<file path="config.mk">
export PLATFORM = sky130hd
export DESIGN_NAME = freq_meter
export DESIGN_NICKNAME = d
export VERILOG_FILES = /design/src/rtl/freq_meter.sv
export SDC_FILE = /design/constraint.sdc
export NUM_CORES = 1
export LEC_CHECK = 0
export BUFFER_PORTS_ARGS = -buffer_cell sky130_fd_sc_hd__buf_4
export CAP_MARGIN = 20
export CELL_PAD_IN_SITES_DETAIL_PLACEMENT = 1
export CELL_PAD_IN_SITES_GLOBAL_PLACEMENT = 2
export CORE_MARGIN = 1
export CORE_UTILIZATION = 37
export DETAILED_ROUTE_END_ITERATION = 12
export MAX_ROUTING_LAYER = met4
export PLACE_DENSITY_LB_ADDON = 0.1
export REMOVE_ABC_BUFFERS = 1
export SYNTH_ARGS = -nofsm -noshare
export SYNTH_HDL_FRONTEND = slang
export SYNTH_SLANG_ARGS = --single-unit
</file>
<file path="constraint.sdc">
create_clock -name clk -period 2 [get_ports clk]
set_input_delay 0.1 -clock clk [delete_from_list [all_inputs] [get_ports clk]]
set_output_delay 0.1 -clock clk [all_outputs]
set_load 0.01 [all_outputs]
</file>
<file path="src/rtl/freq_meter.sv">
`timescale 1ns/1ps
// freq_meter: counts rising edges of an asynchronous input over a fixed
// window of GATE_CYCLES system clocks, single-shot or back-to-back.
//
// Ports:
//   clk, rst_n  - system clock, asynchronous active-low reset
//   meas_in     - signal under measurement (asynchronous to clk)
//   start       - opens a window when sampled high in IDLE
//   continuous  - sampled at window end; high re-arms with no dead cycle
//   busy        - high while a window is open
//   done        - one-cycle pulse when count/overflow update
//   count       - rising edges seen in the last completed window
//   overflow    - last completed window saturated the counter
module freq_meter #(
  parameter int unsigned GATE_CYCLES = 1000,
  parameter int unsigned CNT_W       = 16
) (
  input  logic             clk,
  input  logic             rst_n,
  input  logic             meas_in,
  input  logic             start,
  input  logic             continuous,
  output logic             busy,
  output logic             done,
  output logic [CNT_W-1:0] count,
  output logic             overflow
);

  localparam int unsigned      WIN_W    = $clog2(GATE_CYCLES);
  localparam logic [WIN_W-1:0] WIN_LOAD = WIN_W'(GATE_CYCLES - 1);
  localparam logic [CNT_W-1:0] CNT_MAX  = '1;

  typedef enum logic {
    IDLE = 1'b0,
    GATE = 1'b1
  } state_t;

  state_t             state_q, state_d;
  logic               s1_q, s2_q, s3_q;
  logic [WIN_W-1:0]   win_q, win_d;
  logic [CNT_W-1:0]   acc_q, acc_d;
  logic               sat_q, sat_d;
  logic               busy_q, busy_d;
  logic               done_q, done_d;
  logic [CNT_W-1:0]   count_q, count_d;
  logic               overflow_q, overflow_d;

  logic               meas_edge_c;
  logic               win_end_c;
  logic [CNT_W-1:0]   acc_nxt_c;
  logic               sat_nxt_c;

  assign meas_edge_c = s2_q & ~s3_q;
  assign win_end_c   = (state_q == GATE) && (win_q == '0);

  // State and datapath registers; synchroniser runs regardless of FSM state
  always_ff @(posedge clk or negedge rst_n) begin
    if (!rst_n) begin
      state_q    <= IDLE;
      s1_q       <= 1'b0;
      s2_q       <= 1'b0;
      s3_q       <= 1'b0;
      win_q      <= '0;
      acc_q      <= '0;
      sat_q      <= 1'b0;
      busy_q     <= 1'b0;
      done_q     <= 1'b0;
      count_q    <= '0;
      overflow_q <= 1'b0;
    end else begin
      state_q    <= state_d;
      s1_q       <= meas_in;
      s2_q       <= s1_q;
      s3_q       <= s2_q;
      win_q      <= win_d;
      acc_q      <= acc_d;
      sat_q      <= sat_d;
      busy_q     <= busy_d;
      done_q     <= done_d;
      count_q    <= count_d;
      overflow_q <= overflow_d;
    end
  end

  // Next-state logic
  always_comb begin
    state_d = state_q;
    case (state_q)
      IDLE:    if (start) state_d = GATE;
      GATE:    if (win_end_c && !continuous) state_d = IDLE;
      default: state_d = IDLE;
    endcase
  end

  // Saturating accumulator step for the current cycle's edge
  always_comb begin
    acc_nxt_c = acc_q;
    sat_nxt_c = sat_q;
    if (meas_edge_c) begin
      if (acc_q == CNT_MAX) sat_nxt_c = 1'b1;
      else                  acc_nxt_c = acc_q + CNT_W'(1);
    end
  end

  // Output and counter logic; the last cycle's edge is folded into the result
  always_comb begin
    win_d      = win_q;
    acc_d      = acc_q;
    sat_d      = sat_q;
    done_d     = 1'b0;
    count_d    = count_q;
    overflow_d = overflow_q;
    busy_d     = (state_d == GATE);
    case (state_q)
      IDLE: begin
        if (start) begin
          win_d = WIN_LOAD;
          acc_d = '0;
          sat_d = 1'b0;
        end
      end
      GATE: begin
        if (win_end_c) begin
          count_d    = acc_nxt_c;
          overflow_d = sat_nxt_c;
          done_d     = 1'b1;
          // Reload unconditionally; a continuous re-arm starts from a clean slate
          win_d      = WIN_LOAD;
          acc_d      = '0;
          sat_d      = 1'b0;
        end else begin
          win_d = win_q - WIN_W'(1);
          acc_d = acc_nxt_c;
          sat_d = sat_nxt_c;
        end
      end
      default: ;
    endcase
  end

  assign busy     = busy_q;
  assign done     = done_q;
  assign count    = count_q;
  assign overflow = overflow_q;

endmodule
</file>
[Word level (Yosys, flattened, before mapping)]
Index checks and enable logic that the tools add are counted.
Operators by class
  reductions and logical operators: 5
  eq/ne operators: 2
  add/subtract/negate cells: 2
  muxes and demuxes: 18
  bitwise logic cells: 3
Operator list (count)
  $mux W16: 4
  $pmux W16 S2: 1
  $mux W10: 2
  $pmux W10 S2: 1
  $add A16 B1 Y16 const B: 1
  $eq A16 B16 Y1 const B: 1
  $logic_not A10 Y1: 1
  $sub A10 B1 Y10 const B: 1
  $mux W1: 8
  $pmux W1 S2: 2
  $logic_and A1 B1 Y1: 2
  $ne A2 B2 Y1 const B: 1
  $not A1 Y1: 2
  $reduce_and A2 Y1: 1
  $and A1 B1 Y1: 1
  $logic_not A1 Y1: 1
Word-level totals
  bits of input ports: 5
  logic and storage cells: 40
  register bits: 49

[Longest topological paths before layout]
Gate-level depths: netlist (run 1).
  depth in word-level cells: 5
  gate-level depth with buffers: 8
  depth with buffers taken out: 7

[Worst setup path before layout (run 1)]
OpenSTA, ideal clock, no wires.
  path kind: flip-flop to flip-flop
  start: register win_q[0]
  end: register acc_q[1]
  arrival: 1.628 ns
  clock period less this slack: 1.750 ns
  cell stages (with the launch flop): 7
  buffers on the path: 1
  data required time: 1.878 ns
  slack: 0.250 ns
  cell sequence: dfrtp_1 inv_1 ha_1 nor3b_1 a31oi_1 clkbuf_1 a32o_1
Between the ends
  longest elaborated chain between the ends: 4
Ends and longest elaborated chain
  start: declaration: RTL line 40  | logic [WIN_W-1:0] win_q, win_d;
  start signal: assignment: RTL line 75  | win_q <= win_d;
  $logic_not A10 Y1: RTL line 54  | assign win_end_c = (state_q == GATE) && (win_q == '0);
  $logic_and A1 B1 Y1: RTL line 54
  $mux W16: RTL line 123  | if (win_end_c) begin
  $pmux W16 S2: RTL line 114  | case (state_q)
  end signal: assignment: RTL line 64  | acc_q <= '0;
  end signal: assignment: RTL line 76  | acc_q <= acc_d;
  end: declaration: RTL line 41  | logic [CNT_W-1:0] acc_q, acc_d;
No other way between the ends.
A chain may end at the register's enable or synchronous reset.

[Worst setup path in the final report (run 1)]
  start: register acc_q[0]
  end: register acc_q[0]
Between the ends
  longest elaborated chain between the ends: 5
Ends and longest elaborated chain
  $add A16 B1 Y16 or $eq A16 B16 Y1 (tied branches): RTL line 101, 100
  $mux W16: RTL line 100  | if (acc_q == CNT_MAX) sat_nxt_c = 1'b1;
  $mux W16 (*): RTL line 99  | if (meas_edge_c) begin
  $mux W16 (*): RTL line 123
  $pmux W16 S2 (*): RTL line 114
Mark *: on every way between the ends. The rest lies on a longest branch, timed or not.

==> impl.org, run 1 <==
** Place
- Pre-CTS setup slack :: 120 ps
- Once placement completed, the tool counted placed cells totaling 369.
- Routability-driven placement congestion ratio :: 0.787
- Detailed placement finished with a half-perimeter wire length of 4240 um.
- Port Buf Inserts :: 23

** CTS
- In this run the deepest clock path goes through 2 buffers.
- The number of clock buffers added by TritonCTS is 5.
- After clock tree synthesis, the clock-pin slew on the worst setup and hold paths is 90 ps.
- The H-tree generated during clock tree synthesis spans 2 levels.
- CTS saw 49 sinks.
- TritonCTS clock tree :: built
- Latest clock arrival within the worst-skew pair :: 310 ps
- CTS root buffer :: sky130_fd_sc_hd__clkbuf_8

** Floorplan
- Top-level port count :: 24
- Die H :: 85.0 um
- Placeable core area :: 0.00649 mm^2
- Count of standard-cell rows :: 29
- Die Span X :: 85.0 um
- Starting utilization of the core area :: 0.392
- Area of the die :: 0.00722 mm^2

** Final layout
- The library cell used most frequently in the layout, excluding fill and tap cells, is sky130_fd_sc_hd__dfrtp_1.
- The library cells used most frequently in the layout, excluding fill and tap cells, are 48 x sky130_fd_sc_hd__dfrtp_1, 37 x sky130_fd_sc_hd__buf_4, 28 x sky130_fd_sc_hd__nor2_1.
- The repair_antennas step left the layout with diodes totalling 0.
- Once layout is complete, the cells apart from fillers number 380.
- Share of layout cells above drive strength 1 :: 0.228
- Filler cell count :: 759
- Storage element area :: 0.00123 mm^2
- The multi-input combinational cells in the finished layout cover a total of 0.00125 mm^2.
- Nets :: 310
- Compared with the post-synthesis result, the final layout area differs by 19.1%.

** Setup path
- Kind of launch point of the worst setup path :: flop
- Startpoint of the worst-slack reg-to-reg timing path :: acc_q[0]$_DFFE_PN0P_
- The worst setup path is of the reg2reg kind.
- Endpoint of the most critical register-to-register path :: acc_q[0]$_DFFE_PN0P_
- Setup slack on the worst reg-to-reg path comes out at 160 ps.
- Critical Path End Type :: flop
- In this run the worst path has a maximum fanout of 5.
- For the worst setup path, the data arrival time is 2090 ps.
- Critical path required time :: 2240 ps
- Measured in cells, the most critical reg-to-reg path has a length of 6.

** Route
- The routed design has 6040 um of wire.
- Initial DRC Count :: 74
- The detail route stage leaves a number of antenna-violating nets equal to 0.
- Remaining DRCs :: 0
- The first detailed-routing pass took 4 iterations.
- Vias after detailed routing :: 2085
- Dividing the detail-routed wire length by the instance count gives 15.9 um.
- Routed vias/inst :: 5.49

** STA
- Final max-slew violation count :: 0
- Final hold violation count :: 0
- Setup repair after global routing left no endpoint under its margin.
- In the finished design, the share of the clock period the worst path needs comes to 0.921.
- Slew @ Worst Pin :: 640 ps
- Total negative slack :: 0 ps
- The worst path meets setup with 158 ps of slack.
- Final worst hold slack :: 10.9 ps
- For the finished layout, the period the worst path requires is 1840 ps.
- Max-slew headroom :: 0.573
- Achievable clock frequency :: 543 MHz
- Number of endpoints failing setup at the final stage :: 0
- On the final layout, the worst clock skew is 9.94 ps.

** Pwr
- Switching share of power :: 0.341
- Summed over all nets, the switching power comes to 836 uW.
- Part of the total power dissipated in the clock network :: 0.247
- Across the VDD grid, the largest voltage drop is 0.328 mV.
- Overall power consumption after layout is estimated at 2.45 mW.
- Dividing total power by cell area gives a power density of 806 mW/mm^2.
- Fraction of power consumed by sequential logic :: 0.558
- The analysis attributes to cell leakage a power of 1.34 nW.
- The share of total power dissipated in combinational logic is 0.194.
- Internal power comes to 1.61 mW.

** Global routing
- Initial antenna violation count :: 0
- GRT Total Usage :: 0.196
- The via count of the first global-routing pass came to 2150.
- Routing usage on met1 :: 0.252
- Most congested layer reported by global routing :: met2
- Met2 Use GR :: 0.324
- Met3 global-route usage :: 0.0321
- Wire length of the first global-routing pass :: 10800 um
- GRT Residual Overflow :: 0
- Largest net degree at the start of global routing :: 50

** Hold path
- The tightest min-delay check is of the in2reg type.
- The worst hold path passes through 3 cells.
- Startpoint of the lowest-slack hold path :: continuous
- Endpoint with the worst hold slack :: busy$_DFF_PN0_

** Synth
- In the post-synthesis netlist, the biggest area contributors are sky130_fd_sc_hd__dfrtp_1 48%, sky130_fd_sc_hd__a21oi_1 4.5%, sky130_fd_sc_hd__nor2_1 4.3%.
- For this run, asynchronously set or reset flops after synthesis account for 1.00.
- Yosys printed 0 warnings.
- The share of synthesized area in the top cell type comes to 0.481.
- Counting every instance in the synthesized netlist gives 267.
- In this run, distinct cell masters in the synthesized netlist total 50.
- The synthesized design contains 0 enable-type register cells.
- The most used flip-flop cell after synthesis is sky130_fd_sc_hd__dfrtp_1.
- Seq cells post-synth :: 49
- Post-synthesis instance area :: 0.00255 mm^2
- Portion of the post-synthesis area used by sequential elements :: 0.481
- Post-synthesis area per instance :: 9.55 um^2
- Area leader, netlist :: sky130_fd_sc_hd__dfrtp_1

** Run
- Max-cap violations in this run came to 0.

** Status
- The flow ran to the end, and the final reports show no timing, DRC or antenna violations.
synth_stat cells, types with 3 or more instances:
master,instances
sky130_fd_sc_hd__a22o_1,3
sky130_fd_sc_hd__nand3_1,4
sky130_fd_sc_hd__or3_1,3
sky130_fd_sc_hd__nor4_1,3
sky130_fd_sc_hd__buf_2,3
sky130_fd_sc_hd__ha_1,3
sky130_fd_sc_hd__a21oi_1,23
sky130_fd_sc_hd__nor2_1,29
sky130_fd_sc_hd__xnor2_1,6
sky130_fd_sc_hd__nand2_1,23
sky130_fd_sc_hd__nand3_2,4
sky130_fd_sc_hd__a31oi_1,8
sky130_fd_sc_hd__clkbuf_1,8
sky130_fd_sc_hd__o21ai_0,15
sky130_fd_sc_hd__dfrtp_1,49
sky130_fd_sc_hd__nor3_1,4
sky130_fd_sc_hd__xor2_1,5
sky130_fd_sc_hd__o21ai_1,20
sky130_fd_sc_hd__nand4_1,5
sky130_fd_sc_hd__inv_1,8
flip-flops by register name, indices dropped and copies added (netlist names):
signal / cells
done: 1
s3_q: 1
overflow: 1
busy: 1
s1_q: 1
count: 16
s2_q: 1
sat_q: 1
win_q: 10
acc_q: 16
routing by layer:
metal,share of wire,vias up
met4,0.010,0
met5,0,-
met3,0.019,5
met1,0.48,1035
li1,-,1025
met2,0.49,20
critical path, cell delays in order, from the launching register on:
cell and delay (ps):
sky130_fd_sc_hd__dfrtp_1 430, sky130_fd_sc_hd__ha_1 260, sky130_fd_sc_hd__nand4_1 160, sky130_fd_sc_hd__nor4_4 350, sky130_fd_sc_hd__nor3b_2 130, sky130_fd_sc_hd__a22oi_1 260
sky130_fd_sc_hd__a22o_1 180
power by group through the flow:
stage,Sequential [mW],Clock [mW],Combinational [mW]
5_1_grt,1.40,0.668,0.551
3_5_place_dp,1.38,0,0.477
6_report,1.37,0.606,0.476
2_1_floorplan,1.34,0,0.331
4_1_cts,1.36,0.633,0.480
3_3_place_gp,1.38,0,0.466
per-stage QoR:
step / utilization / cell area, um^2
after floorplan: - / 2490
after global placement: 0.447 / 2900
after detailed placement: 0.447 / 2900
after CTS: 0.464 / 3010
after global routing: 0.468 / 3040
final: 0.468 / 3040
cells by family after synthesis:
group           share of synthesized area
simple gates                        0.226
compound gates                      0.195
xor+xnor                           0.0378
buf+inv                            0.0368
mux                               0.00786
flops                               0.481
fa+ha+maj                          0.0147
layout make-up:
| type | instances | area share |
|---|---|---|
| clock buffers | 5 | 0.0227 |
| well taps | 77 | 0.0317 |
| repair buffers | 41 | 0.111 |
| inverters | 9 | 0.0111 |
| flip-flops and latches | 49 | 0.404 |
| clock inverters | 3 | 0.00700 |
| multi-input cells | 196 | 0.412 |
what timing repair did:
action                                 in CTS  in global routing
hold buffers                                2                  0
gates resized for setup                     0                  4
setup endpoints to repair                   0                  8
endpoints found under the hold margin      50                  0
setup buffers                               0                  1
worst max path at each step:
stage                          from                     to  slack, ps  cells past startpoint
5_1_grt        acc_q[0]$_DFFE_PN0P_   acc_q[0]$_DFFE_PN0P_         30                      6
2_1_floorplan  win_q[0]$_DFFE_PN0P_   win_q[9]$_DFFE_PN0P_       -580                      7
4_1_cts        acc_q[0]$_DFFE_PN0P_  count[10]$_DFFE_PN0P_        100                      6
3_5_place_dp   acc_q[0]$_DFFE_PN0P_  count[10]$_DFFE_PN0P_        120                      6
3_3_place_gp   acc_q[0]$_DFFE_PN0P_  acc_q[13]$_DFFE_PN0P_        180                      6
6_report       acc_q[0]$_DFFE_PN0P_   acc_q[0]$_DFFE_PN0P_        160                      6
Power figures use the tool's default switching activity.
==> inputs of run 2 (changes only) <==
Settings changed: CORE_UTILIZATION 37 to 40.
Clock period 2 ns to 2.15 ns, I/O delays scaled along.
==> run 2 against run 1 <==
Net effect:
- worst setup slack improved by 79 ps
- hold slack improved by 18 ps
- die area fell by 7.3%
- sequential power fell by 6%
- via count barely moved
- sequential cell count did not move
- register-to-register slack improved by 80 ps
- clock power fell by 3.6%
- fmax fell by 3.7%
- clock skew barely moved
- critical path depth did not move
- critical path type unchanged
==> impl.org, run 2 (synthesis results as in run 1) <==
** Global routing
- Wire length of the first global-routing pass :: 10300 um (-4.6%)
- Largest net degree at the start of global routing :: 50 (unchanged)
- GRT Total Usage :: 0.212 (+0.0153)
- Number of global-route vias before repair :: 2109 (-1.9%)
- GRT Residual Overflow :: 0 (unchanged)
- The number of antenna violations at the first check in global routing is 0 (unchanged).

** Route
- Initial DRC Count :: 146 (+97%)
- The routed wire length per instance was 16.4 um (+3.4%).
- Wirelength, routed :: 6060 um (+0.36%)
- Remaining DRCs :: 0 (unchanged)
- The number of antenna-violating nets in the routed design was 0 (unchanged).
- The total number of vias came to 2086 (+0.048%).
- The detail-routed via count per cell is 5.65 (+3.0%).
- Initial DRT Pass Iterations :: 4 (unchanged)

** Floorplan
- Area of the die :: 0.00670 mm^2 (-7.3%)
- Starting utilization of the core area :: 0.423 (+0.0306)
- Die Span X :: 81.8 um (-3.7%)
- Placeable core area :: 0.00603 mm^2 (-7.2%)
- Count of standard-cell rows :: 28 (-3.4%)
- Die H :: 81.8 um (-3.7%)
- Top-level port count :: 24 (unchanged)

** Setup path
- Critical Path End Type :: flop
- The arrival time at the worst endpoint was 2160 ps (+70 ps).
- The worst endpoint required time came to 2400 ps (+160 ps).
- The worst setup path is of the reg2reg kind.
- Kind of launch point of the worst setup path :: flop
- CP max FO :: 5 (unchanged)

** Final layout
- Area Overhead vs Synth :: 15.0%
- Nets :: 301 (-2.9%)
- Share of layout cells above drive strength 1 :: 0.194 (-0.0338)
- The share of the core filled with cells in the final layout came to 0.486 (+0.0188).
- Most used cells in the layout excluding fill and tap cells :: 49 x sky130_fd_sc_hd__dfrtp_1, 30 x sky130_fd_sc_hd__buf_4, 29 x sky130_fd_sc_hd__nor2_1
- Commonest non-fill, non-tap cell in the layout :: sky130_fd_sc_hd__dfrtp_1
- Cell Count, Final, Fillers Out :: 369 (-2.9%)
- Antenna Diode Count :: 0 (unchanged)

** Pwr
- Part of the total power dissipated in the clock network :: 0.257 (+0.010)
- Fraction of power consumed by sequential logic :: 0.566 (+0.008)
- Switch Pwr :: 772 uW (-7.7%)
- The switching part of the total came to 0.339 (-0.00247).
- Pwr Density :: 777 mW/mm^2 (-3.6%)
- Cell leakage power :: 1.27 nW (-4.7%)
- Peak supply drop :: 0.379 mV (+15%)
- The share of power burned in combinational logic is 0.177 (-0.017).
- The internal power consumption came to 1.51 mW (-6.7%).

** Hold path
- Worst hold-check path type :: in2reg

** CTS
- TritonCTS clock tree :: built
- The insertion delay to the later sink of the worst-skew pair was 310 ps (about the same).
- Maximum root-to-sink buffer count :: 2 (unchanged)
- The clock-pin slew on the worst setup and hold paths is 90 ps (about the same).
- The level count of the clock H-tree came to 2 (unchanged).
- Clock tree synthesis selected as its root buffer the cell sky130_fd_sc_hd__clkbuf_8.
- The total clock buffers created by CTS came to 5 (unchanged).
- Number of sinks handled by clock tree synthesis :: 49 (unchanged)

** Status
- Outcome :: finished clean

** STA
- The achievable clock frequency was 523 MHz (-3.7%).
- Final max-slew violation count :: 0 (unchanged)
- The headroom to the max-slew limit was 0.571 (-0.00255).
- The count of endpoints failing setup in the final report was 0 (unchanged).
- The final hold violation count came to 0 (unchanged).
- Final min period :: 1910 ps (+70.6 ps)
- Slew @ Worst Pin :: 644 ps (+3.83 ps)
- Total negative slack :: 0 ps (unchanged)
- Setup repair after global routing left no endpoint under its margin.
- The post-route fraction of the period consumed by the critical path came to 0.890 (-0.0314).
- Clock Skew :: 9.98 ps (+0.0421 ps)

** Place
- Number of placed instances with taps included :: 359 (-2.7%)
- The detailed placer's ending HPWL was 4290 um (+1.2%).
- Routability-driven placement congestion ratio :: 0.781 (-0.67%)
- The port buffer count came to 23 (unchanged).

** Run
- Count of maximum capacitance violations :: 0 (unchanged)
run 2: per-layer routing:
metal	wire [um]	up-vias	part of all wire	GRT usage
li1	-	1010	-	-
met4	76	0	0.013	0.0632
met5	0	-	0	-
met2	2910	29	0.48	0.329
met1	2950	1041	0.49	0.281
met3	129	6	0.021	0.0367
run 2: layout make-up:
type | count | area (um^2)
clock inverters | 2 | 13.8
well taps | 75 | 93.8
inverters | 9 | 33.8
multi-input cells | 196 | 1230
fillers | 712 | 3100
repair buffers | 32 | 245
clock buffers | 6 | 82.6
flip-flops and latches | 49 | 1230
run 2: per-stage QoR:
step                      area (um^2)  setup WS [ps]  hold WS (ps)  power (mW)
after CTS                        2930            236          13.3        2.31
after floorplan                  2490           -433          -188        1.55
after detailed placement         2810            259           180        1.71
after global placement           2810            275           173        1.69
after global routing             2930            118          23.1        2.44
final                            2930            237          28.8        2.28
run 2: power by group through the flow:
stage	logic (mW)	clock network, mW	registers, mW
after global routing	0.472	0.652	1.31
after global placement	0.392	0	1.30
after detailed placement	0.409	0	1.30
after CTS	0.410	0.612	1.28
final	0.404	0.584	1.29
after floorplan	0.308	0	1.24
run 2: repair_timing:
action	in CTS	in global routing
hold buffers	2	0
hold endpoints to repair	50	0
resized for setup	0	0
setup buffers	0	0
run 2: final timing paths:
kind	startpoint	cells past startpoint	slack, ps	to
min in group asynchronous	rst_n	2	360	count[9]$_DFFE_PN0P_
max in group asynchronous	rst_n	2	1350	busy$_DFF_PN0_
worst max register to register	acc_q[0]$_DFFE_PN0P_	6	240	acc_q[0]$_DFFE_PN0P_
worst max-delay path	acc_q[0]$_DFFE_PN0P_	6	240	acc_q[0]$_DFFE_PN0P_
worst min-delay path	continuous	3	30	busy$_DFF_PN0_
worst min register to register	s1_q$_DFF_PN0_	0	360	s2_q$_DFF_PN0_
run 2: worst max-delay path, cell delays in order, from the launching register on:
cell                      delay [ps]
sky130_fd_sc_hd__dfrtp_1         440
sky130_fd_sc_hd__ha_1            270
sky130_fd_sc_hd__nand4_1         130
sky130_fd_sc_hd__nor4_2          440
sky130_fd_sc_hd__nor3b_2         150
sky130_fd_sc_hd__a22oi_1         250
sky130_fd_sc_hd__a22o_1          170
